**config.mk**
```make
export PLATFORM = sky130hd
export DESIGN_NAME = mem_stage_sram_ctrl_flat
export DESIGN_NICKNAME = d
export VERILOG_FILES = /design/src/rtl/mem_stage_sram_ctrl_if.sv /design/src/rtl/mem_stage_sram_ctrl.sv /design/src/flat_wrapper.sv
export SDC_FILE = /design/constraint.sdc
export NUM_CORES = 1
export LEC_CHECK = 0
export CAP_MARGIN = 20
export CORE_MARGIN = 5
export CORE_UTILIZATION = 35
export CTS_BUF_LIST = sky130_fd_sc_hd__clkbuf_16
export DETAILED_ROUTE_END_ITERATION = 8
export GPL_ROUTABILITY_DRIVEN = 0
export PLACE_DENSITY_LB_ADDON = 0.3
export SKIP_LAST_GASP = 1
export SYNTH_ARGS = -nofsm -noshare
export SYNTH_HDL_FRONTEND = slang
export SYNTH_SLANG_ARGS = --single-unit
```
**constraint.sdc**
```tcl
create_clock -name clk -period 2.6 [get_ports clk]
set_input_delay 0.52 -clock clk [delete_from_list [all_inputs] [get_ports clk]]
set_output_delay 0.52 -clock clk [all_outputs]
set_load 0.02 [all_outputs]
```
**src/rtl/mem_stage_sram_ctrl_if.sv**
```systemverilog
// Bus bundle between the MEM pipeline stage, the SRAM controller and the external 16-bit SRAM pads.
interface mem_stage_sram_ctrl_if #(
    parameter int unsigned SRAM_AW = 18
);
    logic               MEM_R_EN;
    logic               MEM_W_EN;
    logic [31:0]        ALU_result;
    logic [31:0]        Val_Rm;
    logic               ready;
    logic [31:0]        rdata;
    logic [SRAM_AW-1:0] SRAM_ADDR;
    logic [15:0]        SRAM_DQ_out;
    logic               SRAM_DQ_oe;
    logic [15:0]        SRAM_DQ_in;
    logic               SRAM_WE_N;
    logic               SRAM_OE_N;

    // Pipeline plus pad side: drives requests and read data, observes the controller.
    modport master (
        output MEM_R_EN, MEM_W_EN, ALU_result, Val_Rm, SRAM_DQ_in,
        input  ready, rdata, SRAM_ADDR, SRAM_DQ_out, SRAM_DQ_oe, SRAM_WE_N, SRAM_OE_N
    );

    // Controller side.
    modport slave (
        input  MEM_R_EN, MEM_W_EN, ALU_result, Val_Rm, SRAM_DQ_in,
        output ready, rdata, SRAM_ADDR, SRAM_DQ_out, SRAM_DQ_oe, SRAM_WE_N, SRAM_OE_N
    );
endinterface

```
**src/rtl/mem_stage_sram_ctrl.sv**
```systemverilog
// MEM-stage controller: 32-bit word loads/stores as two half-word SRAM phases, freezing the pipeline meanwhile.
// Optional one-entry read hit buffer enabled by defining MEM_READ_HIT_BUFFER_EN.
module mem_stage_sram_ctrl #(
    parameter int unsigned SRAM_AW     = 18,
    parameter int unsigned WAIT_CYCLES = 2,
    parameter int unsigned BASE_ADDR   = 1024
) (
    input  logic                  clk,
    input  logic                  rst,
    mem_stage_sram_ctrl_if.slave  bus
);
    localparam int unsigned WORD_W = SRAM_AW - 1;
    localparam int unsigned CNT_W  = $clog2(WAIT_CYCLES + 1);
    localparam logic [CNT_W-1:0] CNT_LAST = CNT_W'(WAIT_CYCLES - 1);

    typedef enum logic [1:0] {
        S_IDLE = 2'd0,
        S_LO   = 2'd1,
        S_HI   = 2'd2,
        S_DONE = 2'd3
    } state_e;

    state_e              state_q, state_d;
    logic [CNT_W-1:0]    cnt_q, cnt_d;
    logic                wr_q, wr_d;
    logic [WORD_W-1:0]   word_q, word_d;
    logic [31:0]         wdata_q, wdata_d;
    logic [15:0]         lo_q, lo_d;
    logic [31:0]         rdata_q, rdata_d;
    logic [SRAM_AW-1:0]  addr_q, addr_d;
    logic [15:0]         dq_out_q, dq_out_d;
    logic                dq_oe_q, dq_oe_d;
    logic                we_n_q, we_n_d;
    logic                oe_n_q, oe_n_d;

    logic                req_c;
    logic                wr_req_c;
    logic [31:0]         offs_c;
    logic [WORD_W-1:0]   word_c;
    logic                phase_end_c;
    logic                hit_c;

    logic                drive_c;
    logic                drive_hi_c;
    logic                drive_wr_c;
    logic [WORD_W-1:0]   drive_word_c;
    logic [31:0]         drive_wdata_c;

    assign req_c       = bus.MEM_R_EN | bus.MEM_W_EN;
    assign wr_req_c    = bus.MEM_W_EN;
    assign offs_c      = bus.ALU_result - 32'(BASE_ADDR);
    assign word_c      = WORD_W'(offs_c >> 2);
    assign phase_end_c = (cnt_q == CNT_LAST);

`ifdef MEM_READ_HIT_BUFFER_EN
    logic [WORD_W-1:0] tag_word_q, tag_word_d;
    logic              tag_valid_q, tag_valid_d;
    logic              rd_done_c;
    logic              wr_start_c;

    assign rd_done_c  = (state_q == S_HI) && phase_end_c && !wr_q;
    assign wr_start_c = (state_q == S_IDLE) && wr_req_c;
    assign hit_c      = bus.MEM_R_EN && !bus.MEM_W_EN && tag_valid_q && (tag_word_q == word_c);

    // Tag follows the last completed read; any store to that word invalidates it.
    always_comb begin
        tag_word_d  = tag_word_q;
        tag_valid_d = tag_valid_q;
        if (rd_done_c) begin
            tag_word_d  = word_q;
            tag_valid_d = 1'b1;
        end else if (wr_start_c && (tag_word_q == word_c)) begin
            tag_valid_d = 1'b0;
        end
    end

    always_ff @(posedge clk) begin
        if (!rst) begin
            tag_word_q  <= '0;
            tag_valid_q <= 1'b0;
        end else begin
            tag_word_q  <= tag_word_d;
            tag_valid_q <= tag_valid_d;
        end
    end
`else
    assign hit_c = 1'b0;
`endif

    // Next state, phase latching and the pad drive for the upcoming cycle.
    always_comb begin
        state_d       = state_q;
        cnt_d         = cnt_q;
        wr_d          = wr_q;
        word_d        = word_q;
        wdata_d       = wdata_q;
        lo_d          = lo_q;
        rdata_d       = rdata_q;
        drive_c       = 1'b0;
        drive_hi_c    = 1'b0;
        drive_wr_c    = wr_q;
        drive_word_c  = word_q;
        drive_wdata_c = wdata_q;
        addr_d        = '0;
        dq_out_d      = '0;
        dq_oe_d       = 1'b0;
        we_n_d        = 1'b1;
        oe_n_d        = 1'b1;

        case (state_q)
            S_IDLE: begin
                cnt_d = '0;
                if (req_c) begin
                    if (hit_c) begin
                        state_d = S_DONE;
                    end else begin
                        state_d       = S_LO;
                        wr_d          = wr_req_c;
                        word_d        = word_c;
                        wdata_d       = bus.Val_Rm;
                        drive_c       = 1'b1;
                        drive_wr_c    = wr_req_c;
                        drive_word_c  = word_c;
                        drive_wdata_c = bus.Val_Rm;
                    end
                end
            end
            S_LO: begin
                drive_c = 1'b1;
                if (phase_end_c) begin
                    state_d    = S_HI;
                    cnt_d      = '0;
                    drive_hi_c = 1'b1;
                    if (!wr_q) begin
                        lo_d = bus.SRAM_DQ_in;
                    end
                end else begin
                    cnt_d = cnt_q + CNT_W'(1);
                end
            end
            S_HI: begin
                if (phase_end_c) begin
                    state_d = S_DONE;
                    cnt_d   = '0;
                    if (!wr_q) begin
                        rdata_d = {bus.SRAM_DQ_in, lo_q};
                    end
                end else begin
                    cnt_d      = cnt_q + CNT_W'(1);
                    drive_c    = 1'b1;
                    drive_hi_c = 1'b1;
                end
            end
            S_DONE: begin
                state_d = S_IDLE;
                cnt_d   = '0;
            end
            default: begin
                state_d = S_IDLE;
                cnt_d   = '0;
            end
        endcase

        if (drive_c) begin
            addr_d = {drive_word_c, drive_hi_c};
            if (drive_wr_c) begin
                dq_oe_d  = 1'b1;
                we_n_d   = 1'b0;
                dq_out_d = drive_hi_c ? drive_wdata_c[31:16] : drive_wdata_c[15:0];
            end else begin
                oe_n_d = 1'b0;
            end
        end
    end

    always_ff @(posedge clk) begin
        if (!rst) begin
            state_q  <= S_IDLE;
            cnt_q    <= '0;
            wr_q     <= 1'b0;
            word_q   <= '0;
            wdata_q  <= '0;
            lo_q     <= '0;
            rdata_q  <= '0;
            addr_q   <= '0;
            dq_out_q <= '0;
            dq_oe_q  <= 1'b0;
            we_n_q   <= 1'b1;
            oe_n_q   <= 1'b1;
        end else begin
            state_q  <= state_d;
            cnt_q    <= cnt_d;
            wr_q     <= wr_d;
            word_q   <= word_d;
            wdata_q  <= wdata_d;
            lo_q     <= lo_d;
            rdata_q  <= rdata_d;
            addr_q   <= addr_d;
            dq_out_q <= dq_out_d;
            dq_oe_q  <= dq_oe_d;
            we_n_q   <= we_n_d;
            oe_n_q   <= oe_n_d;
        end
    end

    // ready is the only combinational output: it must drop in the request cycle itself.
    assign bus.ready       = ~req_c | (state_q == S_DONE);
    assign bus.rdata       = rdata_q;
    assign bus.SRAM_ADDR   = addr_q;
    assign bus.SRAM_DQ_out = dq_out_q;
    assign bus.SRAM_DQ_oe  = dq_oe_q;
    assign bus.SRAM_WE_N   = we_n_q;
    assign bus.SRAM_OE_N   = oe_n_q;
endmodule

```
**src/flat_wrapper.sv**
```systemverilog
// flat-port wrapper written by rule: the top's interface ports become plain ports
module mem_stage_sram_ctrl_flat 
#(
    parameter int unsigned SRAM_AW     = 18,
    parameter int unsigned WAIT_CYCLES = 2,
    parameter int unsigned BASE_ADDR   = 1024
)
  (clk, rst, bus_MEM_R_EN, bus_MEM_W_EN, bus_ALU_result, bus_Val_Rm, bus_SRAM_DQ_in, bus_ready, bus_rdata, bus_SRAM_ADDR, bus_SRAM_DQ_out, bus_SRAM_DQ_oe, bus_SRAM_WE_N, bus_SRAM_OE_N);
  mem_stage_sram_ctrl_if #(.SRAM_AW(SRAM_AW)) bus_i ();
  input  logic clk;
  input  logic rst;
  input wire logic [$bits(bus_i.MEM_R_EN)-1:0] bus_MEM_R_EN;
  input wire logic [$bits(bus_i.MEM_W_EN)-1:0] bus_MEM_W_EN;
  input wire logic [$bits(bus_i.ALU_result)-1:0] bus_ALU_result;
  input wire logic [$bits(bus_i.Val_Rm)-1:0] bus_Val_Rm;
  input wire logic [$bits(bus_i.SRAM_DQ_in)-1:0] bus_SRAM_DQ_in;
  output wire logic [$bits(bus_i.ready)-1:0] bus_ready;
  output wire logic [$bits(bus_i.rdata)-1:0] bus_rdata;
  output wire logic [$bits(bus_i.SRAM_ADDR)-1:0] bus_SRAM_ADDR;
  output wire logic [$bits(bus_i.SRAM_DQ_out)-1:0] bus_SRAM_DQ_out;
  output wire logic [$bits(bus_i.SRAM_DQ_oe)-1:0] bus_SRAM_DQ_oe;
  output wire logic [$bits(bus_i.SRAM_WE_N)-1:0] bus_SRAM_WE_N;
  output wire logic [$bits(bus_i.SRAM_OE_N)-1:0] bus_SRAM_OE_N;
  assign bus_i.MEM_R_EN = bus_MEM_R_EN;
  assign bus_i.MEM_W_EN = bus_MEM_W_EN;
  assign bus_i.ALU_result = bus_ALU_result;
  assign bus_i.Val_Rm = bus_Val_Rm;
  assign bus_i.SRAM_DQ_in = bus_SRAM_DQ_in;
  assign bus_ready = bus_i.ready;
  assign bus_rdata = bus_i.rdata;
  assign bus_SRAM_ADDR = bus_i.SRAM_ADDR;
  assign bus_SRAM_DQ_out = bus_i.SRAM_DQ_out;
  assign bus_SRAM_DQ_oe = bus_i.SRAM_DQ_oe;
  assign bus_SRAM_WE_N = bus_i.SRAM_WE_N;
  assign bus_SRAM_OE_N = bus_i.SRAM_OE_N;
  mem_stage_sram_ctrl #(.SRAM_AW(SRAM_AW), .WAIT_CYCLES(WAIT_CYCLES), .BASE_ADDR(BASE_ADDR)) u_core (.clk(clk), .rst(rst), .bus(bus_i));
endmodule
```
==> key figures, run 1 <==
Status
  – Outcome: finished clean

Setup path
  – Critical path launch point type: input pin
  – Worst R2R End: u_core.bus.SRAM_DQ_out[1]
  – Startpoint-to-endpoint class of the critical path: input pin to output pin
  – Reg2reg start: u_core.state_q[0]
  – Endpoint required time on the critical path: 2.08 ns
  – Arrival time at the worst endpoint: 1.84 ns
  – Longest individual stage delay on the worst path: 0.64 ns
  – Maximum net fanout on the critical path: 3
  – Reg-to-reg slack, setup: 0.44 ns
  – Critical path endpoint category: output pin
  – Most frequent cell on the critical path: sky130_fd_sc_hd__clkdlybuf4s50_1
  – FF-to-FF path depth: 6
  – Cell type of the slowest stage on the worst timing path: sky130_fd_sc_hd__clkdlybuf4s50_1
  – Worst setup path start: bus_MEM_W_EN
  – Worst-path cell chain: clkdlybuf4s50_1 > o21ai_0 > clkdlybuf4s50_1

STA
  – Highest clock rate: 424.3 MHz
  – Slew of the pin with the lowest slew margin: 0.6394 ns
  – Final Max Slew Viols: 0
  – Total Neg Setup Slack: 0 ns
  – Max-slew headroom at the worst pin: 0.5737
  – Minimum clock period: 2.357 ns
  – Portion of the clock cycle consumed by the worst path in the final layout: 0.9065
  – Setup-failing EPs final: 0
  – Setup repair after global routing missed its margin: no
  – Final Hold Fails: 0
  – Maximum clock skew at final layout: 0.008046 ns

Die
  – Die height: 134.0 um
  – Area inside the core boundary: 15150 sq um
  – Top Ports: 154
  – Initial core utilization: 0.3551
  – Overall die width: 134.0 um
  – Die ar.: 17950 sq um
  – Standard-cell row count: 45

Clock network
  – Total number of H-tree levels: 4
  – Clock edge transition at the registers on the reported setup and hold paths: 0.06 ns
  – Post-CTS Setup Repair Bufs: 0
  – Clock tree from TritonCTS: built
  – # resized after CTS: 0
  – Clock latency on the worst-skew pair: 0.41 ns
  – Buffer depth of the longest clock path: 2
  – Cell at the root of the clock tree: sky130_fd_sc_hd__clkbuf_16
  – Post-cts hold buffer count: 0
  – Clock buffer count from CTS: 17
  – Clk sinks: 139

Detailed routing
  – Wire per inst: 13.88 um
  – Total wirelength of the detailed-routed design: 12490 um
  – First-pass iteration count of the detailed router: 4
  – Via density: 4.670
  – Number of design rule violations left after detail routing: 0
  – Via total after detailed routing: 4203
  – Residual antenna-violating net count after detailed routing: 0
  – Number of design-rule violations left by the first detailed-router iteration: 122

Job
  – Maximum capacitance violations: 0

Layout
  – Number of nets in the finished design: 789
  – Most used cells in the layout excluding fill and tap cells: sky130_fd_sc_hd__nand2_1 (166), sky130_fd_sc_hd__dfxtp_1 (139), sky130_fd_sc_hd__clkdlybuf4s50_1 (137)
  – Most common cell after layout, fill and taps aside: sky130_fd_sc_hd__nand2_1
  – Share of post-route cells with drive strength above 1: 0.09270
  – Finished Cell Area: 7527 sq um
  – Antenna Diode Count: 0
  – P&R area growth vs syn: 39.94%

Yosys
  – Netlist area before placement: 5379 sq um
  – Mean Syn Cell Area: 9.537 sq um
  – EDFF count, synth: 0
  – Post-synthesis register bit count: 139
  – Main flop type after synthesis: sky130_fd_sc_hd__dfxtp_1
  – Yosys Warn Count: 0
  – Count of unique library cells instantiated by Yosys: 34
  – Yosys top cell area share: 0.5173
  – Portion of the post-synthesis area used by sequential elements: 0.5173
  – Post-synth ARST share: 0
  – Cell taking the most area after synthesis: sky130_fd_sc_hd__dfxtp_1
  – Post-synthesis instance total: 564
  – Mapped Nets: 654
  – Dominant cells by area after synthesis: sky130_fd_sc_hd__dfxtp_1 (52%), sky130_fd_sc_hd__nand2_1 (12%), sky130_fd_sc_hd__a21boi_0 (11%), sky130_fd_sc_hd__mux4_2 (6.3%), sky130_fd_sc_hd__nor2b_1 (3.6%)

GRT
  – Initial antenna violation count: 0
  – Global-route wire length before repair: 20540 um
  – All-Layer GR Usage: 0.1420
  – Most used routing layer: met2
  – Met2 track demand over resource: 0.2341
  – Met1 demand-to-capacity share in global routing: 0.1646
  – M3 GR Usage: 0.05776
  – Maximum number of pins on one net before global-route repair: 53
  – Number of global-route vias before repair: 4299
  – Final global-route overflow total: 0

Pwr
  – Clock share of power: 0.336
  – Peak supply drop: 0.4093 mV
  – Net switching power of the design: 2.050 mW
  – Gate power share: 0.285
  – Final Total Pwr: 7.050 mW
  – Pwr Density: 936.6 nW/um^2
  – Part of the total power dissipated in sequential elements: 0.378
  – Leakage: 2.752 nW
  – Power Internal: 5.000 mW
  – Share of total power consumed by net switching: 0.2908

Placed design
  – Placement-stage cell area: 6944 sq um
  – Input/output buffers: 138
  – Detailed placer's ending HPWL: 8624 um

Hold path
  – Terminating pin of the worst hold path: u_core.cnt_q[0]
  – Class of the most critical hold timing path: flop to flop
  – Hold depth: 1
  – Worst hold path startpoint: u_core.cnt_q[0]
## worst max path at each step
stage | end | slack [ns] | depth (start not counted)
floorplan | u_core.bus.SRAM_DQ_out[14] | 0.67 | 6
global placement | u_core.bus.SRAM_ADDR[17] | 0.20 | 7
detailed placement | u_core.bus.SRAM_DQ_out[1] | 0.18 | 5
CTS | bus_ready | 0.23 | 3
global route | bus_ready | 0.16 | 4
finish | bus_ready | 0.24 | 3
## layout make-up
cell class,instances,area (sq um)
Clock buffer,17,425.4
Clock inverter,15,157.7
Fill cell,1402,7619
Inverter,8,30.03
Multi-Input combinational cell,380,2382
Sequential cell,139,2783
Tap cell,188,235.2
Timing Repair Buffer,153,1514
## metrics by stage
step	std cells	setup WS, ns	utilization	hold slack [ns]
6_report	900	0.2430	0.4970	0.4194
2_1_floorplan	564	0.6745	-	0.3986
3_5_place_dp	868	0.1842	0.4585	0.4167
3_3_place_gp	868	0.2025	0.4585	0.4089
5_1_grt	900	0.1635	0.4970	0.4404
4_1_cts	900	0.2276	0.4970	0.4251
## cells by family (layout without fill, tap and decap cells)
kind of cell	Yosys count	after routing	share of synthesized area
simple gates	239	239	0.1894
flops	139	139	0.5173
compound gates	104	104	0.1428
buf+inv	45	193	0.04210
mux	26	26	0.08630
fa+ha+maj	6	6	0.01396
xor+xnor	5	5	0.008141
## Yosys cell counts, types with 7 or more instances
cell,n
sky130_fd_sc_hd__a21boi_0,80
sky130_fd_sc_hd__mux2i_1,10
sky130_fd_sc_hd__clkbuf_1,20
sky130_fd_sc_hd__buf_2,7
sky130_fd_sc_hd__nor2b_1,31
sky130_fd_sc_hd__buf_4,7
sky130_fd_sc_hd__nor2_1,24
sky130_fd_sc_hd__inv_1,7
sky130_fd_sc_hd__mux4_2,15
sky130_fd_sc_hd__nand2_1,166
sky130_fd_sc_hd__dfxtp_1,139
## power groups by stage
stage	clock network, mW	registers [mW]	logic (mW)
CTS	2.43	2.67	2.04
global route	2.52	2.71	2.20
global placement	0	2.70	1.99
finish	2.37	2.67	2.01
detailed placement	0	2.71	2.03
floorplan	0	2.89	1.14
## worst max-delay path, delay by kind of cell
family / cells / cell delay (ns)
buffers and inverters: 2 / 1.11
AO/OA/AOI/OAI: 1 / 0.21
## routing by layer
| metal | share of wire | wire length (um) |
|---|---|---|
| met1 | 0.44 | 5473 |
| met2 | 0.47 | 5869 |
| met3 | 0.075 | 939 |
| met4 | 0.017 | 208 |
| met5 | 0 | 0 |
## sequential cells by signal, indices dropped and copies added (netlist names)
register / flops
u_core.cnt_q: 2
u_core.bus.SRAM_DQ_oe: 1
u_core.bus.SRAM_WE_N: 1
u_core.state_q: 2
u_core.word_q: 17
u_core.bus.SRAM_DQ_out: 16
u_core.bus.SRAM_ADDR: 18
u_core.wr_q: 1
u_core.lo_q: 16
u_core.bus.SRAM_OE_N: 1
u_core.wdata_q: 32
u_core.bus.rdata: 32
(Power assumes the default switching activity.)
==> inputs of run 2 (changes only) <==
--- a/config.mk
+++ b/config.mk
@@ -13,6 +13,7 @@
 export GPL_ROUTABILITY_DRIVEN = 0
 export PLACE_DENSITY_LB_ADDON = 0.3
 export SKIP_LAST_GASP = 1
+export SLEW_MARGIN = 20
 export SYNTH_ARGS = -nofsm -noshare
 export SYNTH_HDL_FRONTEND = slang
 export SYNTH_SLANG_ARGS = --single-unit
==> results of run 2 <==
Final layout, timing and power as in run 1 (identical DEF).
